### src/rtl/cuppa_spi_pkg.sv
// Shared constants and state encoding for the digitizer SPI master.
package cuppa_spi_pkg;

  localparam int CMD_W  = 16;
  localparam int RD_W   = 8;
  localparam int RW_BIT = 15;

  typedef enum logic [2:0] {
    ST_IDLE     = 3'd0,
    ST_SETUP    = 3'd1,
    ST_SHIFT    = 3'd2,
    ST_HOLD     = 3'd3,
    ST_ACK      = 3'd4,
    ST_WAIT_LOW = 3'd5
  } spi_state_t;

endpackage

### src/rtl/cuppa_spi_tick_gen.sv
// SCLK half-period down-counter; tick marks the last clk cycle of a phase.
module cuppa_spi_tick_gen #(
  parameter int CLK_DIV = 4
) (
  input  logic clk,
  input  logic rst,
  input  logic clr,
  input  logic en,
  output logic tick
);

  localparam int W = (CLK_DIV > 1) ? $clog2(CLK_DIV) : 1;
  localparam logic [W-1:0] RELOAD = W'(CLK_DIV - 1);

  logic [W-1:0] cnt;

  always_ff @(posedge clk) begin
    if (rst) begin
      cnt <= '0;
    end else if (clr) begin
      cnt <= RELOAD;
    end else if (en) begin
      if (cnt == '0) cnt <= RELOAD;
      else           cnt <= cnt - 1'b1;
    end
  end

  assign tick = en && (cnt == '0);

endmodule

### src/rtl/cuppa_dig_spi_master.sv
// Mode-0 SPI master answering the digitizer req/ack handshake: 16-bit command out,
// 8-bit read-back captured from the last 8 SCLK periods of a read.
//
// state    | meaning
// IDLE     | waiting for spi_req
// SETUP    | cs_n low, first MOSI bit presented, CS_SETUP cycles
// SHIFT    | 16 SCLK periods, MISO sampled at end of each high phase
// HOLD     | SCLK idle low, cs_n still low, CS_HOLD cycles
// ACK      | cs_n released, one-cycle spi_ack, read data committed
// WAIT_LOW | waiting for spi_req to drop so a held request cannot retrigger
module cuppa_dig_spi_master
  import cuppa_spi_pkg::*;
#(
  parameter int CLK_DIV  = 4,
  parameter int CS_SETUP = 2,
  parameter int CS_HOLD  = 2,
  parameter int SEL_W    = 1
) (
  input  logic                  clk,
  input  logic                  rst,
  input  logic                  spi_req,
  output logic                  spi_ack,
  input  logic [SEL_W-1:0]      spi_sel,
  input  logic [CMD_W-1:0]      spi_wr_data,
  output logic [RD_W-1:0]       spi_rd_data,
  output logic                  busy,
  output logic                  sclk,
  output logic [2**SEL_W-1:0]   cs_n,
  output logic                  mosi,
  input  logic                  miso
);

  localparam int N_CS    = 2**SEL_W;
  localparam int TMR_MAX = (CS_SETUP > CS_HOLD) ? CS_SETUP : CS_HOLD;
  localparam int TW      = $clog2(TMR_MAX + 1);

  spi_state_t       state, state_nxt;
  logic [CMD_W-1:0] tx_shift;
  logic [RD_W-1:0]  rd_shift;
  logic [RD_W-1:0]  rd_data_q;
  logic [SEL_W-1:0] sel_q;
  logic             rw_q;
  logic [3:0]       bit_cnt;
  logic [TW-1:0]    tmr;
  logic             phase_high;
  logic             tick;
  logic             last_edge;

  cuppa_spi_tick_gen #(.CLK_DIV(CLK_DIV)) u_tick (
    .clk  (clk),
    .rst  (rst),
    .clr  (state != ST_SHIFT),
    .en   (state == ST_SHIFT),
    .tick (tick)
  );

  // End of a high phase: the edge that drops SCLK, samples MISO and advances MOSI.
  assign last_edge = tick && phase_high;

  always_ff @(posedge clk) begin
    if (rst) state <= ST_IDLE;
    else     state <= state_nxt;
  end

  always_comb begin
    state_nxt = state;
    case (state)
      ST_IDLE:     if (spi_req) state_nxt = ST_SETUP;
      ST_SETUP:    if (tmr == '0) state_nxt = ST_SHIFT;
      ST_SHIFT:    if (last_edge && (bit_cnt == 4'd0)) state_nxt = ST_HOLD;
      ST_HOLD:     if (tmr == '0) state_nxt = ST_ACK;
      ST_ACK:      state_nxt = ST_WAIT_LOW;
      ST_WAIT_LOW: if (!spi_req) state_nxt = ST_IDLE;
      default:     state_nxt = ST_IDLE;
    endcase
  end

  always_ff @(posedge clk) begin
    if (rst) begin
      tx_shift   <= '0;
      rd_shift   <= '0;
      rd_data_q  <= '0;
      sel_q      <= '0;
      rw_q       <= 1'b0;
      bit_cnt    <= '0;
      tmr        <= '0;
      phase_high <= 1'b0;
    end else begin
      case (state)
        ST_IDLE: begin
          if (spi_req) begin
            tx_shift   <= spi_wr_data;
            rw_q       <= spi_wr_data[RW_BIT];
            sel_q      <= spi_sel;
            tmr        <= TW'(CS_SETUP - 1);
            bit_cnt    <= 4'd15;
            phase_high <= 1'b0;
          end
        end
        ST_SETUP: if (tmr != '0) tmr <= tmr - 1'b1;
        ST_SHIFT: begin
          if (tick) phase_high <= ~phase_high;
          if (last_edge) begin
            rd_shift <= {rd_shift[RD_W-2:0], miso};
            tx_shift <= {tx_shift[CMD_W-2:0], 1'b0};
            bit_cnt  <= bit_cnt - 1'b1;
            if (bit_cnt == 4'd0) tmr <= TW'(CS_HOLD - 1);
          end
        end
        ST_HOLD: if (tmr != '0) tmr <= tmr - 1'b1;
        ST_ACK:  if (rw_q) rd_data_q <= rd_shift;
        default: ;
      endcase
    end
  end

  always_comb begin
    busy    = (state == ST_SETUP) || (state == ST_SHIFT) ||
              (state == ST_HOLD)  || (state == ST_ACK);
    spi_ack = (state == ST_ACK);
    sclk    = (state == ST_SHIFT) && phase_high;
    mosi    = ((state == ST_SETUP) || (state == ST_SHIFT)) ? tx_shift[CMD_W-1] : 1'b0;
    cs_n    = {N_CS{1'b1}};
    if ((state == ST_SETUP) || (state == ST_SHIFT) || (state == ST_HOLD))
      cs_n[sel_q] = 1'b0;
  end

  assign spi_rd_data = rd_data_q;

endmodule
### config.mk
export PLATFORM = sky130hd
export DESIGN_NAME = cuppa_dig_spi_master
export DESIGN_NICKNAME = d
export VERILOG_FILES = /design/src/rtl/cuppa_spi_pkg.sv /design/src/rtl/cuppa_spi_tick_gen.sv /design/src/rtl/cuppa_dig_spi_master.sv
export SDC_FILE = /design/constraint.sdc
export NUM_CORES = 1
export LEC_CHECK = 0
export BUFFER_PORTS_ARGS = -buffer_cell sky130_fd_sc_hd__buf_2
export CAP_MARGIN = 30
export CORE_MARGIN = 1
export CORE_UTILIZATION = 40
export DETAILED_ROUTE_END_ITERATION = 16
export HOLD_SLACK_MARGIN = 0.1
export PLACE_DENSITY_LB_ADDON = 0.15
export SLEW_MARGIN = 20
export SYNTH_ARGS = -nofsm -noshare
export SYNTH_HDL_FRONTEND = slang
export SYNTH_HIERARCHICAL = 1
export SYNTH_SLANG_ARGS = --single-unit
### constraint.sdc
create_clock -name clk -period 2.5 [get_ports clk]
set_input_delay 0.5 -clock clk [delete_from_list [all_inputs] [get_ports clk]]
set_output_delay 0.5 -clock clk [all_outputs]
set_load 0.05 [all_outputs]
Word-level counts from Yosys, hierarchy flattened
Index checks and enable logic that the tools add are counted.
W data, S select, Z words.
{"block": "classes", "n_addsub": 3, "magnitude_cmp": 2, "n_eq_ne": 15, "mux": 27, "bitwise_logic": 2, "reduce_logical": 24}
{"cell": "$mux W16", "n": 2}
{"cell": "$pmux W16 S2", "n": 1}
{"cell": "$pmux W3 S6", "n": 1}
{"cell": "$mux W2", "n": 8}
{"cell": "$ne A2 B2 Y1 const B", "n": 8}
{"cell": "$mux W3", "n": 5}
{"cell": "$reduce_and A5 Y1", "n": 2}
{"cell": "$mux W4", "n": 2}
{"cell": "$pmux W4 S2", "n": 1}
{"cell": "$eq A3 B2 Y1 const B", "n": 2}
{"cell": "$eq A3 B3 Y1 const B", "n": 2}
{"cell": "$pmux W2 S3", "n": 1}
{"cell": "$reduce_and A2 Y1", "n": 3}
{"cell": "$reduce_and A3 Y1", "n": 2}
{"cell": "$reduce_bool A2 Y1", "n": 3}
{"cell": "$logic_and A1 B1 Y1", "n": 5}
{"cell": "$logic_not A2 Y1", "n": 2}
{"cell": "$logic_not A4 Y1", "n": 1}
{"cell": "$mux W1", "n": 4}
{"cell": "$sub A2 B1 Y2 const B", "n": 2}
{"cell": "$sub A4 B1 Y4 const B", "n": 1}
{"cell": "$eq A3 B1 Y1 const B", "n": 1}
{"cell": "$logic_not A3 Y1", "n": 1}
{"cell": "$logic_or A1 B1 Y1", "n": 3}
{"cell": "other kinds (10)", "n": 10}
{"block": "totals", "reg_bits": 46, "in_bits": 21, "out_inout_bits": 14, "elab_cells": 83}

Depth between registers and ports, before layout
Gate-level depths: netlist (run 1).
{"block": "logic_depth", "depth_word": 6, "ltp_mapped": 11, "mapped_depth_nobuf": 6}

By module
The synthesis (run 1) kept the hierarchy.
{"mod": "cuppa_dig_spi_master", "n_inst": 1, "cells_each": 224, "area_each_um2": 2125.8, "seq_area_each_um2": 880.8}
{"mod": "cuppa_spi_tick_gen", "n_inst": 1, "cells_each": 12, "area_each_um2": 103.8, "seq_area_each_um2": 40.0}

Least setup slack after synthesis (run 1)
Ideal clock, no wire load.
{"block": "synth_path", "kind": "register to output", "startpoint": "register state[0]", "endpoint": "output port mosi", "arrival_time_ns": 1.807, "required_time_ns": 2.000, "slack_ns": 0.193, "stages_incl_launch_ff": 4, "path_buffers": 1, "path_cell_list": "dfxtp_1 > buf_2 > xnor2_1 > nor3b_1"}
{"block": "synth_between", "elab_chain_len": 3, "word_cells_on_any_way": 4, "cone_classes": "eq/ne: 2; mux: 1; reduce/logical: 1"}
{"element": "start, declared", "line_no": "cuppa_dig_spi_master.sv:37", "source": "spi_state_t state, state_nxt;"}
{"element": "start signal, assigned", "line_no": "cuppa_dig_spi_master.sv:62", "source": "else state <= state_nxt;"}
{"element": "$eq A3 B1 Y1 / $eq A3 B2 Y1 (equally long branches)", "line_no": "cuppa_dig_spi_master.sv:122", "source": "mosi = ((state == ST_SETUP) || (state == ST_SHIFT)) ? tx_shift[CMD_W-1] : 1'b0;"}
{"element": "$logic_or A1 B1 Y1 *", "line_no": "cuppa_dig_spi_master.sv:122"}
{"element": "$mux W1 *", "line_no": "cuppa_dig_spi_master.sv:122"}
{"element": "end, declared", "line_no": "cuppa_dig_spi_master.sv:29", "source": "output logic mosi,"}
Mark *: on every way between the ends. The rest lies on a longest branch, timed or not.

Worst setup path in the final report (run 1)
{"block": "layout_path", "startpoint": "register state[2]", "endpoint": "output port sclk"}
{"block": "layout_between", "elab_chain_len": 2}
{"element": "$eq A3 B2 Y1", "line_no": "cuppa_dig_spi_master.sv:121", "source": "sclk = (state == ST_SHIFT) && phase_high;"}
{"element": "$logic_and A1 B1 Y1", "line_no": "cuppa_dig_spi_master.sv:121"}
{"element": "end, declared", "line_no": "cuppa_dig_spi_master.sv:27", "source": "output logic sclk,"}
Every way passes these cells.

==> flow_metrics.tcl, run 1 <==
set metrics [dict create \
    clock_latency_ns 0.30 \
    fin_setup_tns_ns 0 \
    ff_latch_area_um2 920.9 \
    layout_common_cells "46 x dfxtp_1, 34 x buf_2, 30 x nor2_1" \
    slew_violations 0 \
    fmax_mhz 470.4 \
    gp_congestion 0.7527 \
    final_common_cell "dfxtp_1" \
    setup_violations 0 \
    post-dp-hpwl_mm 3.031 \
    drc 0 \
    synthCells 236 \
    ioPinCount 35 \
    synth_edf_count 0 \
    cp_cell_sequence "or3b_1 > clkinv_4 > and2_1 > buf_2" \
    area_growth_pct 15.04 \
    dr_total_vias 1781 \
    dieArea_mm2 0.005877 \
    cellLeakagePower_nw 1.098 \
    post_cts_buffers 0 \
    clkSinkCount 46 \
    clock_skew_ns 0.002506 \
    slew_headroom 0.4341 \
    dr.pass1.iters 4 \
    crit_fanout 21 \
    final_util 0.4897 \
    layoutNonFillerInstCount 337 \
    path_buf_inv 2 \
    post_cts_resized 0 \
    antennaDiodeCount 0 \
    grt_use_total 0.1670 \
    drive_above_1_share 0.2509 \
    crit_path_max_incr_delay_ns 0.43 \
    cts-htree-levels 2 \
    end_kind "output pin" \
    synth_area_mm2 0.002230 \
    die_h_um 76.66 \
    grt_max_degree 43 \
    ys_ff_latch 46 \
    total_power_w 0.002681 \
    cellPowerDensity_mw_per_mm2 1045 \
    crit_arrival_ns 1.63 \
    io_buffers 34 \
    rsz0062_at_grt "false" \
    cts.clk_slew.worst_paths_ns 0.09 \
    critPathTopFamily "simple AND/OR/NAND/NOR gates" \
    async_flop_share 0 \
    die_w_um 76.66 \
    cts_buffer_depth 2 \
    cp.required_ns 2.00 \
    finalCritPeriodShare 0.8503 \
    multi_input_area_mm2 0.001160 \
    status "complete, no violations" \
    yosys_most_used_dff "dfxtp_1" \
    first_iter_violations 57 \
    grt-ovfl-total 0 \
    yosys_warnings 6 \
    fin_crit_ns 2.126 \
    ant_nets 0 \
    start_util 0.4257 \
    final_nets 290 \
    crit_type "reg2out" \
    critical_path.slowest_cell "or3b_1" \
    whs_ns 0.4331 \
    wl_per_cell_um 13.99 \
    clockRootBuffer "clkbuf_8" \
    rows 26 \
    fill_cells 505 \
    cts_tree "built" \
    avgSynthCellArea_um2 9.448 \
    grt_pass1_wl_mm 7.935 \
    hold_buffers 0 \
    ir_drop_mv 0.3963 \
    grt_pass1_vias 1703 \
    synth.yosys.seq_area_share 0.4130 \
    finalHoldViolCount 0 \
    syn_nets 260 \
    antenna_found_initial 0 \
    synth_cell_types 44 \
    via_per_inst 5.285 \
    cts_made_buffers 5 \
    holdCritPathClass "in2reg" \
    dp_cells 329 \
    wl_mm 4.715 \
    maxCapViolCount 0 \
    fp.coreArea_mm2 0.005238 \
    startpoint_type "register" \
    worst-slew-pin-transition_ns 0.8488 \
]
## path summary, 6_finish.rpt
kind,endpoint,slack (ns),cells after the start,from
hold / removal,tx_shift[0],0.43,3,spi_wr_data[0]
setup reg to reg,bit_cnt[1],0.43,6,state[2]
setup / recovery,sclk,0.37,4,state[2]
hold reg to reg,tx_shift[0],0.48,2,tx_shift[0]
## where the power goes
part / internal, W / switching (W)
clock network: 0.000295 / 0.000263
registers: 0.000883 / 0.0000847
logic: 0.000443 / 0.000713
total: 0.00162 / 0.00106
## registers in the layout, summed over array words and instances, names as in the netlist
register and count:
bit_cnt 4, state 3, rd_shift 8, phase_high 1, tx_shift 16, rw_q 1
sel_q 1, tmr 2, spi_rd_data 8, u_tick/cnt 2
## metal layers
metal | track usage | share of wire | wire [um]
met2 | 0.2554 | 0.45 | 2128
met3 | 0.04167 | 0.034 | 161
met4 | 0.06731 | 0.012 | 58
met5 | 0 | 0 | 0
met1 | 0.2233 | 0.50 | 2366
## logic make-up (layout without fill, tap and decap cells)
group,Yosys count,after routing,share of synthesized area
simple gates,71,71,0.1672
fa+ha+maj,3,3,0.01684
mux,26,26,0.1167
compound gates,53,53,0.1930
xor+xnor,5,5,0.01964
buf+inv,32,63,0.07351
flops,46,46,0.4130
## per-stage QoR
| stage | worst slack [ns] | area, um^2 |
|---|---|---|
| detailed placement | 0.4638 | 2456 |
| global route | 0.2976 | 2565 |
| floorplan | 0.1932 | 2230 |
| CTS | 0.3613 | 2565 |
| global placement | 0.5328 | 2456 |
| finish | 0.3742 | 2565 |
## synthesized netlist by cell type, types with 2 or more instances
| cell | count | area (um^2) |
|---|---|---|
| nand2b_1 | 2 | 12.51 |
| a221oi_2 | 10 | 150.1 |
| and2_1 | 4 | 25.02 |
| buf_6 | 3 | 33.78 |
| inv_1 | 11 | 41.29 |
| nor2b_1 | 2 | 12.51 |
| xnor2_1 | 5 | 43.79 |
| dfxtp_1 | 46 | 920.9 |
| and3_1 | 4 | 25.02 |
| mux2i_1 | 26 | 260.3 |
| buf_2 | 7 | 35.03 |
| ha_1 | 3 | 37.54 |
| buf_4 | 2 | 15.01 |
| a211oi_1 | 2 | 15.01 |
| o21a_1 | 2 | 15.01 |
| a31oi_1 | 3 | 18.77 |
| a221oi_1 | 5 | 43.79 |
| nand3_1 | 9 | 45.04 |
| nor3_1 | 4 | 20.02 |
| o21ai_0 | 10 | 50.05 |
| nor2_1 | 30 | 112.6 |
| or3_1 | 3 | 18.77 |
| nand2_1 | 3 | 11.26 |
| clkbuf_1 | 7 | 26.28 |
| nor4bb_1 | 2 | 20.02 |
| a21oi_1 | 13 | 65.06 |
## cell type report
cell class | count | share of cell area
clock buffers | 5 | 0.02683
clock inverters | 3 | 0.01561
well taps | 70 | 0.03415
repair buffers | 43 | 0.09268
inverters | 12 | 0.01951
flip-flops and latches | 46 | 0.3590
multi-input cells | 158 | 0.4522
## worst register-to-register path, delay by kind of cell (launching register included)
family          cells  cell delay [ns]
simple gates        4             1.17
buf+inv             1             0.17
flops               1             0.32
compound gates      1             0.32
Power figures use the tool's default switching activity.
==> run 2: changes to the inputs <==
HOLD_SLACK_MARGIN = 0.08   (was 0.1)
MAX_ROUTING_LAYER = met4   (was default)
==> run 2 against run 1 <==
Net effect: critical path depth unchanged; clock-buffer cell count unchanged; critical endpoint unchanged; combinational power about the same; largest cell class unchanged.
==> flow_metrics.tcl, run 2 (synthesized netlist as in run 1, its figures left out) <==
set metrics [dict create \
    r2r_slack_ns 0.43 \
    busiest_layer "met2" \
    startpoint_type "register" \
    wl_per_cell_um 13.96 \
    fin_crit_ns 2.124 \
    fin_setup_tns_ns 0 \
    cts-htree-levels 2 \
    ioPinCount 35 \
    dr_total_vias 1785 \
    layoutNonFillerInstCount 337 \
    cellLeakagePower_nw 1.098 \
    grt_pass1_vias 1701 \
    first_iter_violations 68 \
    clockRootBuffer "clkbuf_8" \
    area_growth_pct 15.04 \
    wl_mm 4.706 \
    slew_headroom 0.4354 \
    fill_cells 505 \
    final_common_cell "dfxtp_1" \
    worstHoldStart "spi_wr_data[0]" \
    io_buffers 34 \
    r2r-end "bit_cnt[1]" \
    grt_use_total 0.1720 \
    antennaDiodeCount 0 \
    grt_max_degree 43 \
    die_h_um 76.66 \
    rsz0062_at_grt "false" \
    worst-slew-pin-transition_ns 0.8469 \
    cp.required_ns 2.00 \
    finalCritPeriodShare 0.8497 \
    crit_fanout 21 \
    r2r_cells 6 \
    final_nets 290 \
    cts_tree "built" \
    maxCapViolCount 0 \
    cellPowerDensity_mw_per_mm2 1044 \
    drc 0 \
    start_util 0.4257 \
    setup_violations 0 \
    dp_cells 329 \
    fp.coreArea_mm2 0.005238 \
    clock_latency_ns 0.30 \
    rows 26 \
    top_register "tx_shift" \
    clock_skew_ns 0.003441 \
    hold_depth 3 \
    dieArea_mm2 0.005877 \
    hold_buffers 0 \
    hold_end "tx_shift[0]" \
    grt_pass1_wl_mm 7.941 \
    r2r_start "state[2]" \
    via_per_inst 5.297 \
    status "complete, no violations" \
    finalHoldViolCount 0 \
    clkSinkCount 46 \
    layout_common_cells "46 x dfxtp_1, 34 x buf_2, 30 x nor2_1" \
    grt_use_met1 0.2240 \
    drive_above_1_share 0.2509 \
    antenna_found_initial 0 \
    grtUsageMet2 0.2554 \
    gp_congestion 0.7623 \
    largest_register_ffs 16 \
    ant_nets 0 \
    dr.pass1.iters 4 \
    post_cts_buffers 0 \
    post-dp-hpwl_mm 3.031 \
    cts_buffer_depth 2 \
    cts_made_buffers 5 \
    grt-ovfl-total 0 \
    fmax_mhz 470.8 \
    cts.clk_slew.worst_paths_ns 0.09 \
    ir_drop_mv 0.3929 \
    final_util 0.4897 \
    gr-usage-met3 0.04167 \
    holdCritPathClass "in2reg" \
    post_cts_resized 0 \
    crit_arrival_ns 1.62 \
    die_w_um 76.66 \
    crit_type "reg2out" \
    end_kind "output pin" \
    slew_violations 0 \
]
-- run 2: layout make-up --
class	count	area (um^2)	area share
multi-input cells	158	1160	0.4522
inverters	12	50.05	0.01951
clock buffers	5	68.82	0.02683
repair buffers	43	237.7	0.09268
flip-flops and latches	46	920.9	0.3590
clock inverters	3	40.04	0.01561
well taps	70	87.58	0.03415
-- run 2: worst max path at each step --
| stage | from | endpoint | slack, ns | depth (start not counted) |
|---|---|---|---|---|
| 3_5_place_dp | state[2] | tx_shift[12] | 0.46 | 6 |
| 6_report | state[2] | sclk | 0.38 | 4 |
| 2_1_floorplan | state[0] | mosi | 0.19 | 3 |
| 4_1_cts | state[2] | sclk | 0.36 | 4 |
| 5_1_grt | state[2] | tx_shift[13] | 0.30 | 6 |
| 3_3_place_gp | state[2] | tx_shift[13] | 0.53 | 6 |
-- run 2: metal layers --
metal / wire [um] / vias to the layer above / share of wire
li1: - / 907 / -
met1: 2350 / 846 / 0.50
met2: 2131 / 26 / 0.45
met3: 165 / 6 / 0.035
met4: 57 / 0 / 0.012
met5: 0 / - / 0
-- run 2: power breakdown --
group / total [W] / internal, W / switching [W]
logic: 0.00115 / 0.000443 / 0.000712
registers: 0.000968 / 0.000883 / 0.0000853
clock network: 0.000554 / 0.000295 / 0.000260
total: 0.00268 / 0.00162 / 0.00106
-- run 2: metrics by stage --
step           instance area, um^2  hold WS [ns]  power, W  setup WS, ns
2_1_floorplan                 2230        0.4489  0.001914        0.1932
3_3_place_gp                  2456        0.4647  0.002129        0.5328
3_5_place_dp                  2456        0.4762  0.002141        0.4638
4_1_cts                       2565        0.4315  0.002700        0.3613
5_1_grt                       2565        0.4585  0.002851        0.2976
6_report                      2565        0.4347  0.002678        0.3759
-- run 2: worst max-delay path, cell delays in order (launching register included) --
cell	delay, ns
dfxtp_1	0.32
or3b_1	0.43
clkinv_4	0.17
and2_1	0.15
buf_2	0.26
==> run 3: changes to the inputs <==
clock period = 1.9 ns   (was 2.5 ns; I/O delays follow)
==> run 3 against run 2 <==
Net effect: clock skew is 0.00080 ns higher; first-iteration DRC count is 15% higher; sequential power is 31% higher; die area stayed put; utilization is 1.2 points higher; combinational power is 40% higher; critical endpoint unchanged; clock-buffer cell count stayed put; worst setup slack worse by 0.32 ns; final cell count is 1.2% higher; critical path depth stayed put; sequential share of layout area is 0.84 points lower.
==> flow_metrics.tcl, run 3 (synthesized netlist as in run 1, its figures left out) <==
set metrics [dict create \
    dr_total_vias 1758 \
    largest_register_ffs 16 \
    final_nets 294 \
    grt_max_degree 25 \
    clockRootBuffer "clkbuf_8" \
    wl_per_cell_um 13.25 \
    finalCritPeriodShare 0.9717 \
    grt-ovfl-total 0 \
    grt_pass1_vias 1699 \
    fp.coreArea_mm2 0.005238 \
    hold_buffers 0 \
    hold_depth 3 \
    setup_violations 0 \
    maxCapViolCount 0 \
    rsz0062_at_grt "false" \
    slew_violations 0 \
    die_w_um 76.66 \
    grt_use_total 0.1713 \
    ioPinCount 35 \
    cp.required_ns 1.52 \
    cp_cell_sequence "or3b_4 > clkinv_8 > and2_1 > buf_6" \
    hold_end "tx_shift[0]" \
    cts.clk_slew.worst_paths_ns 0.09 \
    cts_made_buffers 5 \
    r2r_start "state[0]" \
    ant_nets 0 \
    crit_fanout 13 \
    post-dp-hpwl_mm 3.048 \
    dieArea_mm2 0.005877 \
    first_iter_violations 78 \
    drive_above_1_share 0.2841 \
    finalHoldViolCount 0 \
    worst-slew-pin-transition_ns 0.4591 \
    start_util 0.4257 \
    crit_path_max_incr_delay_ns 0.44 \
    cts_tree "built" \
    end_kind "output pin" \
    r2r-end "tx_shift[13]" \
    clock_latency_ns 0.30 \
    crit_arrival_ns 1.47 \
    die_h_um 76.66 \
    dr.pass1.iters 5 \
    fmax_mhz 541.6 \
    ir_drop_mv 0.5854 \
    cellLeakagePower_nw 1.117 \
    worstHoldStart "spi_wr_data[0]" \
    area_growth_pct 17.79 \
    critical_path.slowest_cell "or3b_4" \
    layout_common_cells "46 x dfxtp_1, 33 x buf_2, 29 x nor2_1" \
    cts-htree-levels 2 \
    cts_buffer_depth 2 \
    rows 26 \
    cellPowerDensity_mw_per_mm2 1325 \
    r2r_slack_ns 0.18 \
    drc 0 \
    layoutNonFillerInstCount 341 \
    antennaDiodeCount 0 \
    grt_pass1_wl_mm 7.990 \
    wl_mm 4.519 \
    antenna_found_initial 0 \
    top_register "tx_shift" \
    crit_type "reg2out" \
    slew_headroom 0.6939 \
    fin_setup_tns_ns 0 \
    via_per_inst 5.155 \
    status "complete, no violations" \
    dp_cells 333 \
    gp_congestion 0.7556 \
    r2r_cells 6 \
    fin_crit_ns 1.846 \
    clkSinkCount 46 \
    holdCritPathClass "in2reg" \
    final_common_cell "dfxtp_1" \
    clock_skew_ns 0.004239 \
    io_buffers 34 \
    startpoint_type "register" \
]
-- run 3: cell types whose count changed in the layout (fill, tap and decap cells not counted), sizes merged --
cell,change
bufinv,-1
clkinvlp,+1
buf,+4
-- run 3: critical path, delay by kind of cell, from the launching register on --
kind | cells | cell delay, ns
flops | 1 | 0.33
simple gates | 2 | 0.59
buf+inv | 2 | 0.25
-- run 3: timing repair --
action                     in CTS  in global routing
gates resized for setup         2                  3
setup buffers                   0                  0
setup endpoints to repair       1                  3
-- run 3: final cells by class --
class / instances / area (um^2)
fillers: 518 / 2611
multi-input cells: 158 / 1180
flip-flops and latches: 46 / 920.9
repair buffers: 47 / 290.3
well taps: 70 / 87.58
clock buffers: 5 / 68.82
inverters: 12 / 57.56
clock inverters: 3 / 21.27
-- run 3: worst max path at each step --
| stage | end | slack (ns) | startpoint | depth (start not counted) |
|---|---|---|---|---|
| 2_1_floorplan | tx_shift[10] | -0.04 | state[2] | 11 |
| 3_3_place_gp | phase_high | 0.12 | state[0] | 6 |
| 3_5_place_dp | tx_shift[13] | 0.10 | state[0] | 6 |
| 4_1_cts | cs_n[0] | 0.02 | state[0] | 4 |
| 5_1_grt | sclk | 0.002 | state[0] | 4 |
| 6_report | sclk | 0.05 | state[0] | 4 |
-- run 3: routing by layer --
layer	vias to the layer above	global-route usage	wire length, um	share of wire
met5	-	-	0	0
met4	0	0.05000	29	0.0064
met3	4	0.03690	121	0.027
met2	24	0.2652	2049	0.45
met1	816	0.2236	2318	0.51
li1	914	-	-	-
-- run 3: stage by stage --
stage                     total power (W)  utilization  area (um^2)  hold WS, ns  setup WS, ns
after detailed placement         0.002896       0.4814         2521       0.4759        0.1047
after floorplan                  0.002594            -         2277       0.4489      -0.04455
final                            0.003479       0.5014         2626       0.3175       0.05376
after global placement           0.002885       0.4814         2521       0.4667        0.1172
after global routing             0.003737       0.5014         2626       0.3211      0.001753
after CTS                        0.003508       0.4995         2616       0.3069       0.02124
-- run 3: power breakdown --
part	total (W)	leakage, nW	internal (W)	switching [W]
clock network	0.000595	0.0441	0.000259	0.000337
logic	0.00161	0.696	0.000661	0.000951
registers	0.00127	0.377	0.00116	0.000110
